==> src/rtl/mips_multicycle_ctrl.sv <==
// Multicycle MIPS control unit: IDLE -> DECODE -> EXEC -> (MEM) -> (WB) -> IDLE,
// with an EXCEPT state for illegal instructions and memory timeouts.
// Outputs are decoded from the state and the latched instruction register.
// The only inputs they depend on are zero (beq, in EXEC) and mem_ready (sw, in MEM).
module mips_multicycle_ctrl #(
  parameter int ALU_OP_W    = 3,
  parameter int MEM_TIMEOUT = 8,
  parameter int RETIRE_W    = 16
) (
  input  logic                clock,
  input  logic                reset_n,
  input  logic                instr_valid,
  input  logic [5:0]          opcode,
  input  logic [5:0]          funct,
  input  logic                mem_ready,
  input  logic                zero,
  input  logic                exc_clear,
  output logic                instr_ready,
  output logic [ALU_OP_W-1:0] alu_op,
  output logic                alu_src2,
  output logic                rd_src,
  output logic                writeenable,
  output logic                mem_read,
  output logic                mem_write,
  output logic                pc_we,
  output logic                branch_taken,
  output logic                except,
  output logic [RETIRE_W-1:0] retired
);

  typedef enum logic [2:0] {
    S_IDLE   = 3'd0,
    S_DECODE = 3'd1,
    S_EXEC   = 3'd2,
    S_MEM    = 3'd3,
    S_WB     = 3'd4,
    S_EXCEPT = 3'd5
  } state_t;

  localparam logic [5:0] OP_RTYPE = 6'h00;
  localparam logic [5:0] OP_BEQ   = 6'h04;
  localparam logic [5:0] OP_ADDI  = 6'h08;
  localparam logic [5:0] OP_ANDI  = 6'h0C;
  localparam logic [5:0] OP_ORI   = 6'h0D;
  localparam logic [5:0] OP_XORI  = 6'h0E;
  localparam logic [5:0] OP_LW    = 6'h23;
  localparam logic [5:0] OP_SW    = 6'h2B;

  localparam logic [5:0] FN_ADD = 6'h20;
  localparam logic [5:0] FN_SUB = 6'h22;
  localparam logic [5:0] FN_AND = 6'h24;
  localparam logic [5:0] FN_OR  = 6'h25;
  localparam logic [5:0] FN_XOR = 6'h26;
  localparam logic [5:0] FN_NOR = 6'h27;

  // Counter only needs to reach MEM_TIMEOUT-1; a zero timeout keeps a 1-bit stub.
  localparam int              CNT_W      = (MEM_TIMEOUT < 2) ? 1 : $clog2(MEM_TIMEOUT + 1);
  localparam bit              TIMEOUT_EN = (MEM_TIMEOUT > 0);
  localparam logic [CNT_W-1:0] CNT_LAST  = CNT_W'((MEM_TIMEOUT > 0) ? (MEM_TIMEOUT - 1) : 0);

  state_t               state_r;
  logic [5:0]           ir_op_r;
  logic [5:0]           ir_fn_r;
  logic [CNT_W-1:0]     mem_cnt_r;
  logic [RETIRE_W-1:0]  retired_r;

  logic                 is_rtype_s;
  logic                 is_ialu_s;
  logic                 is_lw_s;
  logic                 is_sw_s;
  logic                 is_beq_s;
  logic                 legal_s;
  logic [2:0]           alu_code_s;
  logic                 mem_timeout_s;

  assign retired = retired_r;

  // Instruction class and ALU code decoded from the latched IR.
  always_comb begin
    is_rtype_s = 1'b0;
    is_ialu_s  = 1'b0;
    is_lw_s    = 1'b0;
    is_sw_s    = 1'b0;
    is_beq_s   = 1'b0;
    alu_code_s = 3'd0;
    case (ir_op_r)
      OP_RTYPE: begin
        case (ir_fn_r)
          FN_ADD:  begin is_rtype_s = 1'b1; alu_code_s = 3'd2; end
          FN_SUB:  begin is_rtype_s = 1'b1; alu_code_s = 3'd3; end
          FN_AND:  begin is_rtype_s = 1'b1; alu_code_s = 3'd4; end
          FN_OR:   begin is_rtype_s = 1'b1; alu_code_s = 3'd5; end
          FN_NOR:  begin is_rtype_s = 1'b1; alu_code_s = 3'd6; end
          FN_XOR:  begin is_rtype_s = 1'b1; alu_code_s = 3'd7; end
          default: begin is_rtype_s = 1'b0; alu_code_s = 3'd0; end
        endcase
      end
      OP_ADDI: begin is_ialu_s = 1'b1; alu_code_s = 3'd2; end
      OP_ANDI: begin is_ialu_s = 1'b1; alu_code_s = 3'd4; end
      OP_ORI:  begin is_ialu_s = 1'b1; alu_code_s = 3'd5; end
      OP_XORI: begin is_ialu_s = 1'b1; alu_code_s = 3'd7; end
      OP_LW:   begin is_lw_s   = 1'b1; alu_code_s = 3'd2; end
      OP_SW:   begin is_sw_s   = 1'b1; alu_code_s = 3'd2; end
      OP_BEQ:  begin is_beq_s  = 1'b1; alu_code_s = 3'd3; end
      default: begin alu_code_s = 3'd0; end
    endcase
    legal_s       = is_rtype_s | is_ialu_s | is_lw_s | is_sw_s | is_beq_s;
    mem_timeout_s = TIMEOUT_EN && (mem_cnt_r == CNT_LAST);
  end

  // Control outputs per state; alu_op and operand selects only in EXEC/MEM/WB.
  always_comb begin
    instr_ready  = 1'b0;
    alu_op       = {ALU_OP_W{1'b0}};
    alu_src2     = 1'b0;
    rd_src       = 1'b0;
    writeenable  = 1'b0;
    mem_read     = 1'b0;
    mem_write    = 1'b0;
    pc_we        = 1'b0;
    branch_taken = 1'b0;
    except       = 1'b0;
    case (state_r)
      S_IDLE: begin
        instr_ready = 1'b1;
      end
      S_DECODE: begin
        instr_ready = 1'b0;
      end
      S_EXEC: begin
        alu_op   = ALU_OP_W'(alu_code_s);
        alu_src2 = is_ialu_s | is_lw_s | is_sw_s;
        rd_src   = is_ialu_s | is_lw_s;
        if (is_beq_s) begin
          pc_we        = 1'b1;
          branch_taken = zero;
        end else begin
          pc_we        = 1'b0;
          branch_taken = 1'b0;
        end
      end
      S_MEM: begin
        alu_op    = ALU_OP_W'(alu_code_s);
        alu_src2  = 1'b1;
        rd_src    = is_lw_s;
        mem_read  = is_lw_s;
        mem_write = is_sw_s;
        if (is_sw_s && mem_ready) begin
          pc_we = 1'b1;
        end else begin
          pc_we = 1'b0;
        end
      end
      S_WB: begin
        alu_op      = ALU_OP_W'(alu_code_s);
        alu_src2    = is_ialu_s | is_lw_s;
        rd_src      = is_ialu_s | is_lw_s;
        writeenable = 1'b1;
        pc_we       = 1'b1;
      end
      S_EXCEPT: begin
        except = 1'b1;
      end
      default: begin
        instr_ready = 1'b0;
      end
    endcase
  end

  // State sequencing, IR capture, memory wait counter and retirement count.
  always_ff @(posedge clock or negedge reset_n) begin
    if (!reset_n) begin
      state_r   <= S_IDLE;
      ir_op_r   <= 6'd0;
      ir_fn_r   <= 6'd0;
      mem_cnt_r <= {CNT_W{1'b0}};
      retired_r <= {RETIRE_W{1'b0}};
    end else begin
      if (pc_we) begin
        retired_r <= retired_r + RETIRE_W'(1);
      end
      case (state_r)
        S_IDLE: begin
          if (instr_valid) begin
            ir_op_r <= opcode;
            ir_fn_r <= funct;
            state_r <= S_DECODE;
          end
        end
        S_DECODE: begin
          state_r <= legal_s ? S_EXEC : S_EXCEPT;
        end
        S_EXEC: begin
          mem_cnt_r <= {CNT_W{1'b0}};
          if (is_beq_s) begin
            state_r <= S_IDLE;
          end else if (is_lw_s || is_sw_s) begin
            state_r <= S_MEM;
          end else begin
            state_r <= S_WB;
          end
        end
        S_MEM: begin
          // A ready on the last allowed cycle still completes the access.
          if (mem_ready) begin
            mem_cnt_r <= {CNT_W{1'b0}};
            state_r   <= is_lw_s ? S_WB : S_IDLE;
          end else if (mem_timeout_s) begin
            state_r <= S_EXCEPT;
          end else begin
            mem_cnt_r <= mem_cnt_r + CNT_W'(1);
          end
        end
        S_WB: begin
          state_r <= S_IDLE;
        end
        S_EXCEPT: begin
          if (exc_clear) begin
            state_r <= S_IDLE;
          end
        end
        default: begin
          state_r <= S_IDLE;
        end
      endcase
    end
  end

endmodule

==> config.mk <==
export PLATFORM = sky130hd
export DESIGN_NAME = mips_multicycle_ctrl
export DESIGN_NICKNAME = d
export VERILOG_FILES = /design/src/rtl/mips_multicycle_ctrl.sv
export SDC_FILE = /design/constraint.sdc
export NUM_CORES = 1
export LEC_CHECK = 0
export CAP_MARGIN = 10
export CORE_MARGIN = 8
export CORE_UTILIZATION = 50
export CTS_CLUSTER_SIZE = 28
export DETAILED_ROUTE_END_ITERATION = 12
export PLACE_DENSITY = 0.79
export SETUP_SLACK_MARGIN = 0.05
export SYNTH_ARGS = -nofsm -noshare
export SYNTH_HDL_FRONTEND = slang
export SYNTH_SLANG_ARGS = --single-unit
==> constraint.sdc <==
create_clock -name clock -period 2.4 [get_ports clock]
set_input_delay 0.36 -clock clock [delete_from_list [all_inputs] [get_ports clock]]
set_output_delay 0.36 -clock clock [all_outputs]
set_load 0.01 [all_outputs]
---- Word-level counts from Yosys, hierarchy flattened ----
Cells that the tools add are included.
storage, ports and cells
  bits in registers ....................... 35
  bits of input ports ..................... 18
  output and inout port bits .............. 28
cells by class
  add/subtract/negate cells ............... 2
  equal/unequal tests ..................... 23
  multiplexer cells ....................... 33
  bitwise logic cells ..................... 6
  reduce and logical (&&, ||, !) cells .... 13
operator list
  kind                                                                   count
  6-bit equality test, second input constant                             8
  3-bit one-hot mux with 6 select lines                                  2
  3-bit 2-to-1 mux                                                       9
  6-bit by 4-bit equality test with 1-bit output, second input constant  4
  16-bit by 1-bit adder with 16-bit output, second input constant        1
  1-bit 2-to-1 mux                                                       15
  3-bit one-hot mux with 5 select lines                                  1
  4-bit 2-to-1 mux                                                       2
  4-bit one-hot mux with 2 select lines                                  1
  3-bit by 2-bit equality test with 1-bit output, second input constant  2
  3-bit equality test, second input constant                             2
  6-bit by 3-bit equality test with 1-bit output, second input constant  1
  6-bit logical NOT                                                      1
  3-bit != test, second input constant                                   2
  1-bit bitwise OR                                                       6
  1-bit one-hot mux with 3 select lines                                  2
  3-bit OR reduction                                                     2
  6-bit OR reduction                                                     1
  4-bit by 1-bit adder with 4-bit output, second input constant          1
  4-bit by 3-bit equality test with 1-bit output, second input constant  1
  2-bit != test, second input constant                                   2
  2-bit AND reduction                                                    2
  4-bit OR reduction                                                     1
  3-bit by 1-bit equality test with 1-bit output, second input constant  1
  other kinds (7)                                                        7

---- Longest topological paths before layout ----
Gate-level depths: netlist of the first run.
  depth in word-level cells ............... 10
  mapped depth ............................ 6
  mapped depth without buffers ............ 5

---- Worst setup path after synthesis of the first run ----
No wires, ideal clock.
  kind .................................... register to output
  start point ............................. reg ir_op_r[0]
  end point ............................... out rd_src
  arrival time ............................ 1599 ps
  required time ........................... 2040 ps
  path slack .............................. 441 ps
  stages on the path, launching flop included .. 6
  path buffers ............................ 1
  cells stage by stage .................... dfrtp_1 > clkbuf_1 > maj3_1 > or2_2 > a2bb2oi_1 > o22ai_1
on the way
  word-level cells in the longest chain between the ends .. 5
  elaborated cells on any way between the ends .. 10
ends and longest elaborated chain
  item                                            line      source
  start, declared                                 62        logic [5:0] ir_op_r;
  start signal, assigned                          185       ir_op_r <= opcode;
  6-bit by 4-bit equality test with 1-bit output  86        case (ir_op_r)
  4-bit OR reduction (no line)                    n/a
  1-bit 2-to-1 mux                                86
  1-bit bitwise OR                                133, 157
  1-bit one-hot mux with 2 select lines *         123       case (state_r)
  end, declared                                   21        output logic rd_src,
Every way passes the cells marked *; elsewhere a longest branch is shown, timed or not.

---- Final worst setup path of the first run ----
  start point ............................. reg ir_op_r[0]
  end point ............................... out alu_op[1]
on the way
  word-level cells in the longest chain between the ends .. 4
  elaborated cells on any way between the ends .. 11
ends and longest elaborated chain
  item                                                                                   line  source
  6-bit equality test or 6-bit by 4-bit equality test with 1-bit output (tied branches)  86
  3-bit OR reduction (no line)                                                           n/a
  3-bit one-hot mux with 6 select lines *                                                86
  3-bit 2-to-1 mux *                                                                     123
  end, declared                                                                          19    output logic [ALU_OP_W-1:0] alu_op,
Marked as above.

==> run summary, run 1 <==
Status -> finished clean
FP Rows -> 23
R2R Setup Slk -> 0.22 ns
Minimum clock period -> 2.28 ns
Relative slew slack -> 0.603
Mapped Avg Cell Area -> 9.75 um2
Detailed Routing Iterations Pass 1 -> 4
Worst stage delay on the critical path -> 0.47 ns
Worst slew pin tran -> 0.590 ns
Post-synth top flop -> dfrtp_1
Reg clk slew, reported paths -> 0.08 ns
Maximum Capacitance Violations -> 0
HP Start -> retired[15]
Critical path class -> register to output pin
Hold depth -> 1
Power per cell area -> 1080 mW/mm2
Post-Syn Area -> 0.00208 mm2
PortBufs -> 45
Hold-fix buffers, CTS -> 0
Clock latency on the worst-skew pair -> 0.29 ns
Most frequent cells in the layout -> clkdlybuf4s50_1, dfrtp_1, buf_4
Pins Over Slew Limit -> 0
Yosys warns -> 0
Initial drt markers -> 140
TritonCTS clock tree -> done
Largest area contributor in the netlist -> dfrtp_1
Post-Syn Instances -> 213
Fin. Hold Viols -> 0
Worst path depth -> 6
Unique masters post-synth -> 49
RSZ-0062 raised after global routing -> true
Flops & latches, synth -> 35
Sequential share of the synthesized area -> 0.422
CP required -> 2.04 ns
Routed Antenna Nets -> 0
Final #Nets -> 302
I/O pin count -> 46
Total Neg Setup Slack -> 0 ns
Initial Util -> 0.519
Async S/R FF share, synth -> 1.00
Vias/cell -> 5.67
Max rail drop VDD -> 0.698 mV
Final period util -> 0.951
Die Ht -> 80.4 um
Top cells by area, synth -> dfrtp_1, xor2_1, mux2_2
Non-Filler Instances -> 333
Hold Path Class -> register to register
DRC viols -> 0
Cell family with the largest share of critical-path delay -> buffers and inverters
Via count -> 1888
CP Buf/Inv Count -> 2
Hold Slack -> 0.468 ns
ANT cells -> 0
Area growth syn-to-layout -> 37.9%
CTS buffer count -> 5
RD Place Congestion -> 0.912
DRT Wirelength -> 5470 um
Pin count of the biggest net entering global routing -> 36
Nature of the critical path startpoint -> register
Post-synth EDFFs -> 0
Layout cell share with drive strength beyond 1 -> 0.244
Tot GR Track Use -> 0.180
Reg2Reg Depth -> 9
Clk buf depth -> 2
Commonest non-fill, non-tap cell in the layout -> clkdlybuf4s50_1
Clock Tree Root -> clkbuf_8
Vias in the first global route -> 1885
CTS sink cnt -> 35
CP Capture Type -> output pin
CTS H-Tree Depth -> 2
Final Skew -> 0.0111 ns
DIE WIDTH -> 80.4 um
Initial antenna violation count -> 0
CP Max Fanout -> 8
Reg-to-reg startpoint -> ir_op_r[1]
Hold endpoint -> retired[15]
Routed length per placed instance -> 16.4 um
Core Box Area -> 0.00400 mm2
Reg-to-Reg End -> retired[15]
Most common cell on crit path -> nor2_1
Slowest cell on the critical path -> dfrtp_1
Top cell type's share of synthesized area -> 0.422
Syn Nets -> 233
Max Clock Freq -> 0.438 GHz
Pleak -> 1.18 nW
Die ar. -> 0.00647 mm2
Final setup violation count -> 0
GR Overflow Total -> 0
First-pass GRT wire length -> 9160 um
Arrival time at the worst endpoint -> 1.92 ns
DP HPWL -> 3810 um
Cells after DPL -> 314
Critical path cell sequence -> buf_4, nor2_1, o2111ai_2, o22a_1, nor2_1, dlygate4sd2_1
## metrics by stage
stage	power [mW]	setup WS, ns	area [um2]	utilization
floorplan	1.87	0.441	2080	-
global placement	2.36	0.0584	2660	0.665
detailed placement	2.40	0.0777	2660	0.665
CTS	3.00	0.0572	2820	0.704
global route	3.29	0.0340	2860	0.715
finish	3.09	0.118	2860	0.715
## sequential cells by signal (all words and copies together) (netlist names)
signal	count
ir_fn_r	6
ir_op_r	6
mem_cnt_r	4
retired	16
state_r	3
## logic make-up (layout without fill, tap and decap cells)
family / count (synthesis) / in the layout / share of synthesized area
compound gates: 57 / 57 / 0.195
xor+xnor: 17 / 17 / 0.0717
fa+ha+maj: 3 / 3 / 0.0169
buf+inv: 17 / 87 / 0.0380
flops: 35 / 35 / 0.422
mux: 11 / 11 / 0.0591
simple gates: 73 / 73 / 0.198
## worst register-to-register path: stages, from the launching register on
cell,delay (ns)
dfrtp_2,0.44
nor4_4,0.37
buf_4,0.18
and3_4,0.17
buf_4,0.11
buf_4,0.09
buf_4,0.12
o2111ai_4,0.20
a211oi_2,0.26
xor2_1,0.16
## how the worst max path moves through the flow
stage	startpoint	to	slack, ns
final	ir_op_r[0]	alu_op[1]	0.12
after global routing	ir_op_r[0]	alu_op[1]	0.03
after CTS	ir_op_r[2]	rd_src	0.06
after detailed placement	ir_op_r[3]	alu_op[1]	0.08
after global placement	ir_op_r[3]	alu_op[1]	0.06
after floorplan	ir_op_r[0]	rd_src	0.44
## synthesized netlist by cell type, types with 2 or more instances
library cell and count:
nor2_1 15, a32o_1 2, nand3b_1 4, and3_1 3, nand2_1 18, nand4_1 2, and2_1 3, nor4_1 2
ha_1 2, xor2_1 14, o21ai_0 15, inv_1 6, a31o_2 3, a21boi_1 3, buf_2 6, a211oi_2 2
a21oi_1 17, dfrtp_1 35, nor2b_1 5, xnor2_1 3, clkbuf_1 4, mux2_2 10, or2_2 2, o22ai_1 2
nand2b_1 4, nor3_1 2, nand3_1 7
## timing repair
action / CTS / global route
setup endpoints to repair: 9 / 5
resized for setup: 17 / 8
cloned: 0 / 0
pin swaps: 2 / 0
setup buffers: 6 / 5
## power by group
group	switching, mW	internal, mW
Sequential	0.289	0.797
Clock	0.232	0.309
Combinational	0.686	0.780
## metal layers
metal / track usage / part of all wire / vias to the layer above
met4: 0.0673 / 0.016 / 0
li1: - / - / 912
met1: 0.220 / 0.43 / 907
met3: 0.0435 / 0.054 / 9
met5: 0 / 0 / -
met2: 0.298 / 0.50 / 60
## final cells by class
cell class / instances / area (um2)
Timing Repair Buffer: 73 / 643
Clock buffer: 5 / 68.8
Sequential cell: 35 / 881
Multi-Input combinational cell: 161 / 1140
Clock inverter: 3 / 43.8
Inverter: 6 / 22.5
Tap cell: 50 / 62.6
Fill cell: 300 / 1140
No activity file was read; power rests on OpenSTA's default activity.
==> run 2, diff against run 1 <==
--- a/config.mk
+++ b/config.mk
@@ -7,5 +7,6 @@
 export LEC_CHECK = 0
-export CAP_MARGIN = 10
+export CAP_MARGIN = 20
 export CORE_MARGIN = 8
 export CORE_UTILIZATION = 50
+export CTS_CLUSTER_DIAMETER = 120
 export CTS_CLUSTER_SIZE = 28
==> constraint.sdc (replaced) <==
create_clock -name clock -period 2.4 [get_ports clock]
set_input_delay 0.48 -clock clock [delete_from_list [all_inputs] [get_ports clock]]
set_output_delay 0.48 -clock clock [all_outputs]
set_load 0.01 [all_outputs]
==> run 2 against run 1 <==
  * Die area unchanged
  * Worst hold slack improved by 0.031 ns
  * Register-to-register slack improved by 0.18 ns
  * Flip-flop and latch count unchanged
  * Clock power decreased by 5.2%
  * Critical path depth increased by 1
  * Clock skew decreased by 0.0044 ns
  * Cell count increased by 1.2%
  * Largest cell class unchanged
  * Largest power group unchanged
==> run summary, run 2 (synthesis results as in run 1) <==
Reg-to-reg startpoint -> retired[2] (was ir_op_r[1])
Reg clk slew, reported paths -> 0.07 ns (was 0.08 ns)
Non-Filler Instances -> 337 (was 333)
GR Overflow Total -> 0 (unchanged)
PortBufs -> 45 (unchanged)
Max rail drop VDD -> 0.765 mV (was 0.698 mV)
DP HPWL -> 3760 um (was 3810 um)
Relative slew slack -> 0.599 (was 0.603)
Net Sw Frac -> 0.391 (was 0.390)
Arrival time at the worst endpoint -> 1.83 ns (was 1.92 ns)
Most frequent cells in the layout -> clkdlybuf4s50_1, dfrtp_1, buf_4 (unchanged)
Pleak -> 1.19 nW (was 1.18 nW)
Initial drt markers -> 119 (was 140)
FP Rows -> 23 (unchanged)
Max Clock Freq -> 0.434 GHz (was 0.438 GHz)
Via count -> 1877 (was 1888)
R2R Setup Slk -> 0.40 ns (was 0.22 ns)
Max reg flops -> 16 (unchanged)
Slowest cell on the critical path -> dfrtp_1 (unchanged)
Int Pwr -> 1.96 mW (was 1.89 mW)
Reg area -> 880 um2 (was 881 um2)
Initial Util -> 0.519 (unchanged)
Vias in the first global route -> 1908 (was 1885)
Sw power -> 1.26 mW (was 1.21 mW)
Clock latency on the worst-skew pair -> 0.28 ns (was 0.29 ns)
Critical path cell sequence -> buf_4, o21bai_1, a21oi_2, o21ai_2, a21o_1, nor2_1, clkdlybuf4s15_2 (was buf_4, nor2_1, o2111ai_2, o22a_1, nor2_1, dlygate4sd2_1)
Die Ht -> 80.4 um (unchanged)
Fillers -> 293 (was 300)
Final #Nets -> 307 (was 302)
Routed Antenna Nets -> 0 (unchanged)
Reg-to-Reg End -> retired[15] (unchanged)
Post-place setup slack -> -0.0783 ns (was 0.0777 ns)
CTS H-Tree Depth -> 2 (unchanged)
Final period util -> 0.961 (was 0.951)
Die ar. -> 0.00647 mm2 (unchanged)
RSZ-0062 raised after global routing -> true (unchanged)
Final setup violation count -> 0 (unchanged)
Hold Path Class -> register to register (unchanged)
Detailed Routing Iterations Pass 1 -> 4 (unchanged)
Layout Utilization -> 0.734 (was 0.715)
Cells after DPL -> 323 (was 314)
CP Max Fanout -> 5 (was 8)
Minimum clock period -> 2.31 ns (was 2.28 ns)
CTS buffer count -> 5 (unchanged)
ANT cells -> 0 (unchanged)
DIE WIDTH -> 80.4 um (unchanged)
Combinational power share -> 0.519 (was 0.474)
Reg2Reg Depth -> 5 (was 9)
Tot GR Track Use -> 0.178 (was 0.180)
Hold depth -> 1 (unchanged)
DRC viols -> 0 (unchanged)
Pins Over Slew Limit -> 0 (unchanged)
CTS sink cnt -> 35 (unchanged)
Final setup margin -> 0.0935 ns (was 0.118 ns)
Hold Slack -> 0.499 ns (was 0.468 ns)
Clk pwr share -> 0.159 (was 0.175)
Worst slew pin tran -> 0.596 ns (was 0.590 ns)
Status -> finished clean (unchanged)
Cell area after layout -> 0.00294 mm2 (was 0.00286 mm2)
Initial antenna violation count -> 0 (unchanged)
RD Place Congestion -> 0.870 (was 0.912)
Core Box Area -> 0.00400 mm2 (unchanged)
CP required -> 1.92 ns (was 2.04 ns)
Routed length per placed instance -> 16.8 um (was 16.4 um)
Hold endpoint -> retired[13] (was retired[15])
I/O pin count -> 46 (unchanged)
Worst stage delay on the critical path -> 0.40 ns (was 0.47 ns)
DRT Wirelength -> 5670 um (was 5470 um)
Critical path class -> register to output pin (unchanged)
Footprint of the multi-input gates -> 0.00118 mm2 (was 0.00114 mm2)
Area growth syn-to-layout -> 41.4% (was 37.9%)
First-pass GRT wire length -> 9130 um (was 9160 um)
Fin. Hold Viols -> 0 (unchanged)
TritonCTS clock tree -> done (unchanged)
Layout cell share with drive strength beyond 1 -> 0.303 (was 0.244)
Final Skew -> 0.00662 ns (was 0.0111 ns)
Power per cell area -> 1100 mW/mm2 (was 1080 mW/mm2)
Vias/cell -> 5.57 (was 5.67)
Nature of the critical path startpoint -> register (unchanged)
Placed Area -> 0.00273 mm2 (was 0.00266 mm2)
HP Start -> retired[13] (was retired[15])
Pin count of the biggest net entering global routing -> 36 (unchanged)
Maximum Capacitance Violations -> 0 (unchanged)
Clk buf depth -> 2 (unchanged)
CP Capture Type -> output pin (unchanged)
Clock Tree Root -> clkbuf_8 (unchanged)
Commonest non-fill, non-tap cell in the layout -> clkdlybuf4s50_1 (unchanged)
Sequential Power Share -> 0.322 (was 0.351)
[run 2: changes by cell type in the layout (fill, tap and decap cells not counted), sizes merged]
cell | before | now
buf | 29 | 35
dlygate4sd2 | 6 | 1
clkbuf | 6 | 9
clkdlybuf4s15 | 1 | 3
clkinv | 2 | 0
[run 2: layout make-up]
class | instances | area share
timing repair buffer | 78 | 0.233
tap | 50 | 0.0213
clock inverter | 1 | 0.0102
sequential | 35 | 0.300
inverter | 6 | 0.00767
clock buffer | 6 | 0.0247
multi-input combinational | 161 | 0.404
[run 2: layer usage]
layer	GRT usage	wire, um	part of all wire
met1	0.212	2470	0.44
met2	0.306	2850	0.50
met3	0.0391	266	0.047
met4	0.0655	84	0.015
met5	0	0	0
[run 2: worst max-delay path by stage]
| stage | startpoint | end | slack, ns | depth (start not counted) |
|---|---|---|---|---|
| 6_report | ir_op_r[0] | alu_op[2] | 0.09 | 7 |
| 5_1_grt | ir_op_r[3] | alu_op[0] | 0.01 | 7 |
| 4_1_cts | ir_op_r[2] | pc_we | 0.04 | 7 |
| 3_5_place_dp | mem_ready | pc_we | -0.08 | 6 |
| 3_3_place_gp | mem_ready | pc_we | -0.07 | 6 |
| 2_1_floorplan | ir_op_r[0] | rd_src | 0.32 | 5 |
[run 2: power groups by stage]
stage	sequential, mW	clock, mW	combinational (mW)
floorplan	0.982	0	0.890
global placement	1.03	0	1.41
detailed placement	1.04	0	1.44
CTS	1.02	0.517	1.57
global route	1.07	0.550	1.78
finish	1.04	0.513	1.67
[run 2: stage by stage]
stage               TNS (ns)  total power [mW]
floorplan                  0              1.87
global placement     -0.0656              2.44
detailed placement   -0.0811              2.48
CTS                        0              3.11
global route               0              3.40
finish                     0              3.22
[run 2: what timing repair did]
action                                  4_1_cts  5_1_grt
hold buffers                                  0        0
pin swaps                                     3        3
endpoints found under the setup margin        9        9
setup buffers                                 7        0
gates resized for setup                      27       25
endpoints found under the hold margin         0        0
[run 2: worst max-delay path: cells and delay by family (launching register included)]
family	cells	cell delay, ns
buf+inv	2	0.40
simple gates	1	0.11
compound gates	4	0.63
flops	1	0.40
